**config.mk**
```make
export PLATFORM = sky130hd
export DESIGN_NAME = xor_accum_pipe
export DESIGN_NICKNAME = d
export VERILOG_FILES = /design/src/rtl/xor_accum_pipe.sv
export SDC_FILE = /design/constraint.sdc
export NUM_CORES = 1
export LEC_CHECK = 0
export CAP_MARGIN = 5
export CORE_MARGIN = 4
export CORE_UTILIZATION = 54
export DETAILED_ROUTE_END_ITERATION = 8
export PLACE_DENSITY = 0.84
export RECOVER_POWER = 50
export SYNTH_ARGS = -nofsm -noshare
export SYNTH_HDL_FRONTEND = slang
export SYNTH_SLANG_ARGS = --single-unit
```
**constraint.sdc**
```tcl
create_clock -name clk -period 2.4 [get_ports clk]
set_input_delay 0.48 -clock clk [delete_from_list [all_inputs] [get_ports clk]]
set_output_delay 0.48 -clock clk [all_outputs]
set_load 0.02 [all_outputs]
```
**src/rtl/xor_accum_pipe.sv**
```systemverilog
// xor_accum_pipe: handshaked bitwise-XOR datapath with multi-beat accumulation.
// Each accepted beat extends A and B to EW = max(AW,BW,OW) bits, XORs them,
// keeps the low OW bits and folds the result into a per-packet accumulator.
// The beat carrying in_last produces one registered result per packet.
//
// Ports:
//   clk, rst_n              clock, asynchronous active-low reset
//   in_valid/in_ready       input beat handshake
//   in_a, in_b              operands
//   in_a_signed/in_b_signed operand signedness (signed only if both are set)
//   in_last                 final beat of packet
//   clr                     synchronous discard of the partial packet
//   out_valid/out_ready     result handshake
//   out_data                packet XOR result
//   out_beats               beats in packet, saturating at 2^CW-1
module xor_accum_pipe #(
  parameter int AW = 9,
  parameter int BW = 6,
  parameter int OW = 16,
  parameter int CW = 4
) (
  input  logic          clk,
  input  logic          rst_n,
  input  logic          in_valid,
  output logic          in_ready,
  input  logic [AW-1:0] in_a,
  input  logic [BW-1:0] in_b,
  input  logic          in_a_signed,
  input  logic          in_b_signed,
  input  logic          in_last,
  input  logic          clr,
  output logic          out_valid,
  input  logic          out_ready,
  output logic [OW-1:0] out_data,
  output logic [CW-1:0] out_beats
);

  localparam int ABW = (AW > BW) ? AW : BW;
  localparam int EW  = (ABW > OW) ? ABW : OW;

  typedef enum logic {IDLE, ACCUM} state_t;

  // registered result bundle
  typedef struct packed {
    logic          vld;
    logic [OW-1:0] data;
    logic [CW-1:0] beats;
  } rsp_t;

  state_t        state, state_nxt;
  logic [OW-1:0] acc, acc_nxt, acc_base, acc_fold, beat_val;
  logic [CW-1:0] cnt, cnt_nxt, cnt_base, cnt_inc;
  logic [EW-1:0] ext_a, ext_b;
  logic          both_signed, accept;
  rsp_t          rsp, rsp_nxt;

  assign in_ready = !rsp.vld || out_ready;
  assign accept   = in_valid && in_ready;

  // Mixed signedness makes the whole expression unsigned, so both operands
  // zero-extend; a width cast of a $signed value sign-extends.
  assign both_signed = in_a_signed && in_b_signed;
  assign ext_a = both_signed ? EW'($signed(in_a)) : EW'(in_a);
  assign ext_b = both_signed ? EW'($signed(in_b)) : EW'(in_b);
  assign beat_val = OW'(ext_a ^ ext_b);

  // clr takes effect before any beat accepted in the same cycle
  assign acc_base = clr ? '0 : acc;
  assign cnt_base = clr ? '0 : cnt;
  assign acc_fold = acc_base ^ beat_val;
  assign cnt_inc  = (cnt_base == {CW{1'b1}}) ? cnt_base : cnt_base + 1'b1;

  always_comb begin
    state_nxt   = clr ? IDLE : state;
    acc_nxt     = acc_base;
    cnt_nxt     = cnt_base;
    rsp_nxt     = rsp;
    rsp_nxt.vld = rsp.vld && !out_ready;
    if (accept) begin
      if (in_last) begin
        rsp_nxt.vld   = 1'b1;
        rsp_nxt.data  = acc_fold;
        rsp_nxt.beats = cnt_inc;
        acc_nxt       = '0;
        cnt_nxt       = '0;
        state_nxt     = IDLE;
      end else begin
        acc_nxt   = acc_fold;
        cnt_nxt   = cnt_inc;
        state_nxt = ACCUM;
      end
    end
  end

  always_ff @(posedge clk or negedge rst_n) begin
    if (!rst_n) begin
      state <= IDLE;
      acc   <= '0;
      cnt   <= '0;
      rsp   <= '0;
    end else begin
      state <= state_nxt;
      acc   <= acc_nxt;
      cnt   <= cnt_nxt;
      rsp   <= rsp_nxt;
    end
  end

  assign out_valid = rsp.vld;
  assign out_data  = rsp.data;
  assign out_beats = rsp.beats;

endmodule

```
# Word-level counts from Yosys, hierarchy flattened
# Cells that the tools add are included.
# Widths: inputs -> output; s select.
dict set report totals {
  regBits 41
  output_inout_bits 22
  wordCells 27
  inputBits 23
}
dict set report op_classes {
  reduce_logical 7
  muxes 11
  eq_ne 1
  n_bitwise 2
  n_addsub 1
}
# op n
set op_table {}
lappend op_table {{$mux 16} 5}
lappend op_table {{$mux 21} 2}
lappend op_table {{$xor 16x16->16} 2}
lappend op_table {{$mux 4} 4}
lappend op_table {{$add 4x1->4 const B} 1}
lappend op_table {{$eq 4x4->1 const B} 1}
lappend op_table {{$logic_and 1x1->1} 3}
lappend op_table {{$logic_not 1->1} 2}
lappend op_table {{$reduce_and 2->1} 1}
lappend op_table {{$logic_or 1x1->1} 1}

# Depth between registers and ports, before layout
dict set report depth {
  word_depth 6
  mapped_depth 6
  ltp_nobuf 4
}

# Least setup slack after synthesis
# No wires, ideal clock.
dict set report synth_timing {
  kind {input to register}
  start {in out_ready}
  end {reg acc[8]}
  arrival_time_ns 1.346
  setup_slack_ns 0.978
  stages 6
  n_path_buf 2
  setup_ns 0.076
  cell_sequence {nand2b_1 buf_4 nand3_2 buf_6 or3b_1 o21ai_1}
}
dict set report synth_between {
  elab_chain_cells 3
}
# element line_no
set synth_lines {}
lappend synth_lines {{from (decl)} 33} ;# input logic out_ready,
lappend synth_lines {{$logic_or 1x1->1} 57} ;# assign in_ready = !rsp.vld || out_ready;
lappend synth_lines {{net in_ready} 25} ;# output logic in_ready,
lappend synth_lines {{$logic_and 1x1->1} 58} ;# assign accept = in_valid && in_ready;
lappend synth_lines {{$mux 16} 79} ;# if (accept) begin
lappend synth_lines {{net acc_nxt[8]} 51} ;# logic [OW-1:0] acc, acc_nxt, acc_base, acc_fold, beat_val;
lappend synth_lines {{to (signal assigned)} 103} ;# acc <= acc_nxt;
lappend synth_lines {{to (decl)} 51}
# The timed path passes the listed nets, and every way through them passes these cells.
# A chain may end at the register's enable or synchronous reset.

# Worst setup path after layout
dict set report layout_timing {
  start {in out_ready}
  end {out in_ready}
}
dict set report layout_between {
  elab_chain_cells 1
}
# element line_no
set layout_lines {}
lappend layout_lines {{$logic_or 1x1->1} 57}
lappend layout_lines {{to (decl)} 25}
# Every way passes these cells.

==> flow_metrics.tcl <==
set metrics [dict create \
    status "completed" \
    clkLatencyLatePin_ns 0.29 \
    hpwl_mm 3.03 \
    crit_fanout 2 \
    postLayoutSetupSlackWorst_ns 0.209 \
    viasPerCell 5.21 \
    cap_violations 0 \
    power_w 0.00165 \
    cts_hold_buf 0 \
    cts_tree "built" \
    critPathMaxStageDelay_ns 0.60 \
    period_share_pct 91.3 \
    finalSetupViolations 0 \
    drv_slew 0 \
    drt_wl_total_mm 4.08 \
    yosysTopAreaCellShare_pct 50.4 \
    cts-root-buf "clkbuf_8" \
    antenna_found_initial 0 \
    die_height_um 69.4 \
    power_density_nw_per_um2 638 \
    cts_resized 0 \
    slew-limit-headroom_pct 37.4 \
    yosys_warnings 0 \
    worst_clock_skew_ns 0.00415 \
    crit_chain "dlygate4sd3_1 -> nand2b_1 -> clkdlybuf4s50_1" \
    row_count 22 \
    max_freq_mhz 456 \
    fillCellCount 293 \
    clock-sinks 41 \
    ant_nets 0 \
    switchingPower_w 0.000477 \
    synth-seq-area-share_pct 50.4 \
    drive_gt1_share_pct 6.32 \
    cp_data_required_time_ns 1.92 \
    rsz0062_at_grt "no" \
    tns_ns 0 \
    syn_nets 228 \
    grt_max_degree 24 \
    io_buffers 44 \
    worstMarginPinSlew_ns 0.939 \
    p_int_w 0.00117 \
    drtIter0Drc 111 \
    post_cts_buffers 0 \
    core_um2 3660 \
    synth_area_leaders "dfrtp_1 (50%), o21ai_0 (7.4%), xor2_1 (7.3%)" \
    grt_remaining_overflow 0 \
    fin_cells 301 \
    place_congestion 0.818 \
    leakagePower_nw 1.16 \
    areaGrowthSynthToFinish_pct 26.7 \
    grt_usage_pct 17.9 \
    critical_path.top_delay_family "buffers and inverters" \
    synth_seq_cells 41 \
    cp_slowest_cell "clkdlybuf4s50_1" \
    pwr-share-comb_pct 25.7 \
    synth_cell_types 35 \
    cp.buffers_inverters 2 \
    start_kind "primary input" \
    drcViolationCount 0 \
    p_seq_share_pct 48.6 \
    place_ws_ns 0.261 \
    io_pins 45 \
    yosysTopAreaCell "dfrtp_1" \
    switching_share_pct 29.0 \
    dr_total_vias 1569 \
    hold_path.class "primary input to asynchronous set/reset pin" \
    avgSynthCellArea_um2 9.93 \
    chipWidth_um 69.4 \
    crit_arrival_ns 1.71 \
    critPathKind "primary input to output pin" \
    hold_violations 0 \
    wl_per_cell_um 13.5 \
    nets 275 \
    synthCells 205 \
    min_period_ns 2.19 \
    diodes 0 \
    pwr-share-clk_pct 25.7 \
    cts.path.max_buffers 2 \
    cts_buffers 5 \
    peakVddDrop_uv 393 \
    firstDrtPassIters 4 \
    crit_path_end_kind "output pin" \
    initial_utilization_pct 55.6 \
    path_clk_slew_ns 0.07 \
    final_util_pct 70.5 \
    dieArea_um2 4820 \
    dp_cells 293 \
    grt_pass1_vias 1520 \
    netlist_area_um2 2040 \
    grt_pass1_wl_mm 6.81 \
    cts_max_level 2 \
    layout_common_cells "dfrtp_1 (41), clkdlybuf4s50_1 (41), nand2_1 (35)" \
]
power by group through the flow:
| stage | clock (W) | combinational (W) | sequential [W] |
|---|---|---|---|
| global route | 0.000465 | 0.000459 | 0.000808 |
| global placement | 0 | 0.000421 | 0.000810 |
| finish | 0.000422 | 0.000423 | 0.000800 |
| detailed placement | 0 | 0.000430 | 0.000814 |
| floorplan | 0 | 0.000161 | 0.000878 |
| CTS | 0.000431 | 0.000432 | 0.000801 |
cell families (layout without fill, tap and decap cells):
kind of cell	count (synthesis)	in the layout	synth area share (%)
xor+xnor	26	26	11.2
flops	41	41	50.4
mux	7	7	3.44
simple gates	69	69	17.3
compound gates	49	49	13.7
buf+inv	13	61	4.00
worst reg2reg max path, stage by stage (launching register included):
cell and delay [ns]:
dfrtp_1 0.38, nand2b_1 0.09, clkbuf_1 0.22, nand3_1 0.34
clkbuf_2 0.34, nand2_1 0.11, o21ai_0 0.09
metrics by stage:
step           area (um2)  hold WS (ns)
2_1_floorplan        2040         0.184
3_3_place_gp         2510         0.429
3_5_place_dp         2510         0.429
4_1_cts              2590         0.116
5_1_grt              2580         0.399
6_report             2580         0.309
area by class of cell:
cell class	instances	area, um2	area share (%)
inverters	2	7.51	0.291
repair buffers	51	478	18.5
well taps	48	60.1	2.33
multi-input cells	151	928	36.0
clock buffers	8	80.1	3.10
flip-flops and latches	41	1030	39.8
flip-flops by register name, summed over array words and instances, names as in the netlist:
name	count
out_data	16
out_beats	4
acc	16
cnt	4
out_valid	1
final timing paths:
| kind | start | endpoint | slack, ns | cells after the start |
|---|---|---|---|---|
| max reg2reg | out_valid | out_data[8] | 0.71 | 6 |
| max in group asynchronous | rst_n | cnt[0] | 1.00 | 2 |
| min in group clk | out_data[9] | out_data[9] | 0.48 | 2 |
| max | out_ready | in_ready | 0.21 | 3 |
| min | rst_n | out_beats[1] | 0.31 | 1 |
| min reg2reg | out_data[9] | out_data[9] | 0.48 | 2 |
cell usage after synthesis (all sizes together):
| master | number |
|---|---|
| dfrtp | 41 |
| nand2 | 35 |
| o21ai | 33 |
| xor2 | 17 |
| buf | 9 |
| xnor2 | 9 |
| nor2 | 8 |
| mux2i | 7 |
| nand2b | 7 |
| a21oi | 6 |
| nor2b | 6 |
| nand3 | 4 |
| or3b | 3 |
| a31oi | 2 |
| clkbuf | 2 |
| inv | 2 |
| o21a | 2 |
| a21boi | 1 |
| a31o | 1 |
| and2 | 1 |
| and2b | 1 |
| and3 | 1 |
| nand3b | 1 |
| nand4 | 1 |
| nor4 | 1 |
| o22a | 1 |
| o22ai | 1 |
| o32ai | 1 |
| o41ai | 1 |
metal layers:
layer	routed length, um	GRT usage, %
met4	109	9.11
met1	1680	20.7
met3	175	4.20
met2	2110	30.8
met5	0	0
Note: power is estimated with default switching activity, not from simulation.
